## src/rtl/uart_tx_arbiter.sv

```systemverilog
// uart_tx_arbiter: round-robin, frame-granular sharing of one uart_tx between NUM_REQ byte streams
module uart_tx_arbiter #(
  parameter int NUM_REQ = 2,
  parameter int MAX_FRAME = 8
) (
  input  logic                 clk,
  input  logic                 rst,
  input  logic [NUM_REQ-1:0]   req_valid,
  input  logic [8*NUM_REQ-1:0] req_data,
  input  logic [NUM_REQ-1:0]   req_last,
  output logic [NUM_REQ-1:0]   req_ready,
  output logic [NUM_REQ-1:0]   grant,
  output logic [7:0]           tx_data,
  output logic                 tx_data_ready,
  input  logic                 tx_done,
  output logic                 busy
);
  localparam int IW = $clog2(NUM_REQ);
  localparam logic [1:0] IDLE = 2'd0, SEND = 2'd1, WAIT_DONE = 2'd2;
  logic [1:0] state;
  logic [IW-1:0] rr_ptr, owner, sel, cand;
  logic [7:0] byte_cnt;
  logic last_r, tx_done_prev, done_edge;
  logic [7:0] req_byte [NUM_REQ];
  for (genvar i = 0; i < NUM_REQ; i++) begin : g_byte
    assign req_byte[i] = req_data[8*i +: 8];
  end
  assign done_edge = tx_done & ~tx_done_prev;
  always_comb begin
    sel = rr_ptr;
    cand = '0;
    for (int k = NUM_REQ; k >= 1; k--) begin
      cand = IW'((int'(rr_ptr) + k) % NUM_REQ);
      sel = req_valid[cand] ? cand : sel;
    end
  end
  always_ff @(posedge clk) begin
    if (rst) begin
      state <= IDLE;
      grant <= '0;
      req_ready <= '0;
      tx_data_ready <= 1'b0;
      tx_data <= '0;
      busy <= 1'b0;
      rr_ptr <= IW'(NUM_REQ - 1);
      owner <= '0;
      byte_cnt <= '0;
      last_r <= 1'b0;
      tx_done_prev <= 1'b0;
    end else begin
      tx_done_prev <= tx_done;
      req_ready <= '0;
      tx_data_ready <= 1'b0;
      case (state)
        IDLE: if (|req_valid) begin
          grant <= NUM_REQ'(1) << sel;
          owner <= sel;
          rr_ptr <= sel;
          byte_cnt <= '0;
          busy <= 1'b1;
          state <= SEND;
        end
        SEND: if (req_valid[owner]) begin
          tx_data <= req_byte[owner];
          tx_data_ready <= 1'b1;
          req_ready <= NUM_REQ'(1) << owner;
          last_r <= req_last[owner];
          byte_cnt <= byte_cnt + 8'd1;
          state <= WAIT_DONE;
        end else begin
          grant <= '0;
          busy <= 1'b0;
          state <= IDLE;
        end
        WAIT_DONE: if (done_edge) begin
          if (last_r || byte_cnt == 8'(MAX_FRAME)) begin
            grant <= '0;
            busy <= 1'b0;
            state <= IDLE;
          end else begin
            state <= SEND;
          end
        end
        default: state <= IDLE;
      endcase
    end
  end
endmodule

```

## config.mk

```make
export PLATFORM = sky130hd
export DESIGN_NAME = uart_tx_arbiter
export DESIGN_NICKNAME = d
export VERILOG_FILES = /design/src/rtl/uart_tx_arbiter.sv
export SDC_FILE = /design/constraint.sdc
export NUM_CORES = 1
export LEC_CHECK = 0
export ABC_CLOCK_PERIOD_IN_PS = 2050
export CORE_MARGIN = 2
export CORE_UTILIZATION = 48
export CTS_BUF_LIST = sky130_fd_sc_hd__clkbuf_16
export CTS_CLUSTER_DIAMETER = 40
export DETAILED_ROUTE_END_ITERATION = 7
export GPL_TIMING_DRIVEN = 0
export PLACE_DENSITY = 0.84
export SKIP_CTS_REPAIR_TIMING = 1
export SLEW_MARGIN = 20
export SYNTH_ARGS = -nofsm -noshare
export SYNTH_HDL_FRONTEND = slang
export SYNTH_SLANG_ARGS = --single-unit
```

## constraint.sdc

```tcl
create_clock -name clk -period 2.05 [get_ports clk]
set_input_delay 0.41 -clock clk [delete_from_list [all_inputs] [get_ports clk]]
set_output_delay 0.41 -clock clk [all_outputs]
set_load 0.02 [all_outputs]
```

==> After elaboration in Yosys (flattened, before gate mapping) <==
Index checks and enable logic that the tools add are counted.
{ "totals": {"regBits": 28, "latchBits": 0, "ram_bits": 0, "rom_bits": 0, "inputBits": 23, "output_inout_bits": 14, "elab_cells": 77, "memories": 0} }
{ "classes": {"addsub": 3, "n_mul": 0, "n_div": 0, "order_cmp": 4, "eq_ne": 8, "shift": 2, "mux": 32, "bitwise": 5, "n_reduce_logical": 12} }
{ "op_table": {"columns": ["cell", "n"], "rows": [
  ["8-bit 2-to-1 mux", 5],
  ["1-bit 2-to-1 mux", 16],
  ["8-bit one-hot mux with 2 select lines", 1],
  ["2-bit 2-to-1 mux", 7],
  ["2-bit one-hot mux with 3 select lines", 2],
  ["2-bit != test, second input constant", 5],
  ["8-bit by 1-bit adder with 8-bit output, second input constant", 1],
  ["8-bit by 4-bit equality test with 1-bit output, second input constant", 1],
  ["1-bit by 2-bit less-than comparator with 1-bit output, second input constant", 3],
  ["2-bit AND reduction", 3],
  ["5-bit AND reduction", 1],
  ["2-bit OR reduction", 2],
  ["1-bit by 1-bit left shift with 2-bit output, first input constant", 2],
  ["1-bit NOT", 3],
  ["1-bit one-hot mux with 3 select lines", 1],
  ["3-bit AND reduction", 1],
  ["3-bit nonzero test", 1],
  ["3-bit OR reduction", 1],
  ["1-bit adder, second input constant", 2],
  ["2-bit by 1-bit equality test with 1-bit output, second input constant", 1],
  ["2-bit equality test, second input constant", 1],
  ["2-bit >= comparator, second input constant", 1],
  ["2-bit logical NOT", 1],
  ["1-bit NOT with 2-bit output", 1],
  ["3 further kinds", 3]
]} }

==> Longest topological paths before layout <==
{ "depth": {"ltp_word": 8, "mapped_depth": 8, "ltp_nobuf": 6} }

==> Worst setup path after synthesis <==
No wires, ideal clock.
{ "synth_path": {"kind": "register -> register", "startpoint": "register state[0]", "endpoint": "register grant[0]", "setup_ns": 0.121, "arrival_ns": 1.770, "setup_slack_ns": 0.158, "stages_incl_launch_ff": 6, "n_path_buf": 0, "path_cell_list": "dfxtp_1 -> inv_1 -> ha_1 -> a22o_1 -> or4_4 -> mux2_4"} }
{ "synth_between": {"elab_chain_len": 3, "word_cells_on_any_way": 10, "cone_classes": "6 x eq/ne; 1 x mux; 3 x reduce/logical"} }
{ "synth_rtl": {"columns": ["element", "line", "rtl"], "rows": [
  ["start, declared", "20", "logic [1:0] state;"],
  ["start signal, assigned", "39", "state <= IDLE;"],
  ["start signal, assigned", "61", "state <= SEND;"],
  ["start signal, assigned", "69", "state <= WAIT_DONE;"],
  ["2-bit equality test (tied with other cells)", "54", "case (state)"],
  ["2-bit != test (no source line) / 3-bit nonzero test (equally long branches)", null, null],
  ["5-bit AND reduction (no source line)", null, null],
  ["end signal, assigned", "56", "grant <= NUM_REQ'(1) << sel;"],
  ["end, declared", "12", "output logic [NUM_REQ-1:0] grant,"]
]} }
Several ways; a longest one is shown, not always the timed one.
A chain may end at the register's enable or synchronous reset.

==> Final worst setup path <==
Same ends and word-level chain as after synthesis.

==> summary.txt <==
status: completed
vias: 1,352
Power Density: 849 nW/um^2
FILL cells: 212
Starting DRT DRC Count: 28
Leak: 0.736 nW
Top Metal Used: met4
fmax: 498 MHz
Rows: 19
CTS tree: done
post-DP HPWL: 2520 microns
wire length on met2: 1710 microns
slowest stage delay, CP: 0.57 ns
Die Ht: 58.5 microns
Synth Instances: 161
syn nets: 191
die area: 3420 sq um
Floorplan Core Area: 2780 sq um
number of flops mapped to enable cells by yosys: 0
Setup Skew: 0.00356 ns
P&R area growth vs syn: 35.2%
syn avg cell area: 8.86 sq um
Routed met3 length: 195 microns
part of the Yosys area used for sequential elements: 0.393
IO Pins: 37
share of layout cells above drive strength 1: 0.0905
Worst Tran Pin Value: 0.593 ns
root buf cell: clkbuf_16
Synth Area in Compound Gates: 0.180
Post-DRT Antenna Nets: 0
simple-gate share of the synthesized area: 0.212
CTS max path bufs: 2
GRT Util Overall: 0.214
total grt overflow: 0
largest family of logic cells by synthesized area: simple AND/OR/NAND/NOR gates
post-synthesis mux area share: 0.105
Seq. cell area: 563 sq um
YS warnings: 0
Num CTS Buffers: 3
Bufs and invs on worst path: 1
DP Cell Count: 227
initial core utilization: 0.513
Worst path slowest cell: or4_4
endpoints failing hold: 0
CP max FO: 5
Final GP Congestion: 0.841
worst path cell trace: inv_1 -> ha_1 -> a22o_1 -> or4_4 -> mux2_4
Worst-path clk slew: 0.07 ns
Hold WC Path Type: flip-flop to flip-flop
later-pin clock latency in the skew report: 0.26 ns
Die X-Extent: 58.5 microns
Max-Cap Viols: 0
Final setup viols: 0
# nets final: 230
Synth Register Bits: 28
final cell count without fillers: 230
first-pass iteration count of the detailed router: 4
crit path kind: flip-flop to flip-flop
DR DRC count: 0
vias in the first global route: 1,343
Synth Area in XOR/XNOR: 0
Crit. End Element: flip-flop
Yosys cell types: 38
H-tree depth: 1
Final min period: 2.01 ns
Top Family by Delay on Critical Path: simple AND/OR/NAND/NOR gates
WL met1: 1490 microns
Buffers on Ports: 35
adder-cell share of the synthesized area: 0.0614
wire per inst: 15.0 microns
first-pass GRT wire length: 5620 microns
fin crit share: 0.979
CP Data Required Time: 2.21 ns
CP Data Arrival Time: 2.16 ns
mapped cell area: 1430 sq um
CP startpoint kind: flip-flop
Slew Limit Fails: 0
sinks on the clock net: 28
drt via density: 5.88
area of the multi-input gates: 827 sq um
initial antenna violation count: 0
total detailed-routing wirelength: 3450 microns
largest net degree at the start of global routing: 16
Max-slew headroom: 0.605
Worst VDD drop: 0.572 mV
Top FF cell, synth: dfxtp_1
Post-Route Setup TNS: 0 ns
Antenna Cells: 0
ys async rst share: 0
[Yosys cell counts (2+ instances only)]
master	count	share of area
mux2i_1	12	0.084
nor2b_1	3	0.013
mux2_4	2	0.021
a31o_2	2	0.012
o21ai_0	5	0.018
and3_1	2	0.0088
nor4_1	6	0.026
a21oi_1	7	0.025
dfxtp_1	28	0.39
nor2_1	19	0.050
a31oi_1	5	0.022
clkbuf_1	6	0.016
nor3_1	4	0.014
inv_1	7	0.018
a21o_1	2	0.011
nand2b_1	2	0.0088
and4_1	2	0.012
nand3_1	4	0.014
ha_1	7	0.061
o31ai_1	2	0.011
nand2_1	9	0.024
a211oi_1	9	0.047
[layer usage]
layer	global-route usage	up-vias
met5	0	-
met4	0.0930	0
met3	0.0527	9
met2	0.372	48
met1	0.247	630
li1	-	665
[worst min-delay path, stage by stage (launching register included)]
cell     delay [ns]
dfxtp_1        0.32
nand2_1        0.05
mux2i_1        0.06
[through the flow]
stage	util	worst slack, ns	area (sq um)	power (mW)	hold slack [ns]
6_report	0.693	0.0437	1930	1.64	0.469
5_1_grt	0.693	-0.00834	1930	1.72	0.492
4_1_cts	0.681	-0.0398	1890	1.62	0.472
3_5_place_dp	0.653	-0.279	1820	1.17	0.463
3_3_place_gp	0.653	-0.244	1820	1.16	0.450
2_1_floorplan	-	0.158	1430	0.984	0.477
[where the power goes]
part	internal (mW)	switching, mW	total [mW]
sequential	0.608	0.0419	0.650
combinational	0.251	0.290	0.541
clock	0.262	0.185	0.447
[registers in the layout, indices dropped and copies added (netlist names)]
name,count
grant,2
rr_ptr,1
owner,1
tx_data,8
tx_data_ready,1
byte_cnt,8
state,2
tx_done_prev,1
req_ready,2
last_r,1
busy,1
[logic make-up after synthesis]
logic type	after synthesis
and+or+nand+nor	58
AOI/OAI and AO/OA	38
DFF	28
buffers and inverters	16
muxes	14
adders and majority gates	7
[cells in the final DEF (no fill, tap or decap), types with 4 or more instances in the layout]
cell	synthesis	routed
inv_1	7	7
clkbuf_1	6	5
ha_1	7	7
nand2_1	9	9
dfxtp_1	28	26
a31oi_1	5	4
nor2_1	19	19
mux2i_1	12	12
nand3_1	4	4
clkdlybuf4s50_1	0	33
nor4_1	6	6
o21ai_0	5	5
a21oi_1	7	6
a211oi_1	9	9
[worst paths after layout]
path	startpoint	endpoint	slack, ns	depth (start not counted)
worst max-delay path	state[0]	grant[0]	0.04	5
worst min-delay path	busy	busy	0.47	2
worst max register to register	state[0]	grant[0]	0.04	5
worst min register to register	busy	busy	0.47	2
[cell type report]
type                    count  area share
well taps                  31      0.0201
flip-flops and latches     28       0.292
repair buffers             35       0.184
inverters                   8      0.0156
multi-input cells         117       0.429
clock inverters             1     0.00195
clock buffers               3      0.0389
plain buffers               7      0.0182
No activity file was read; power rests on OpenSTA's default activity.
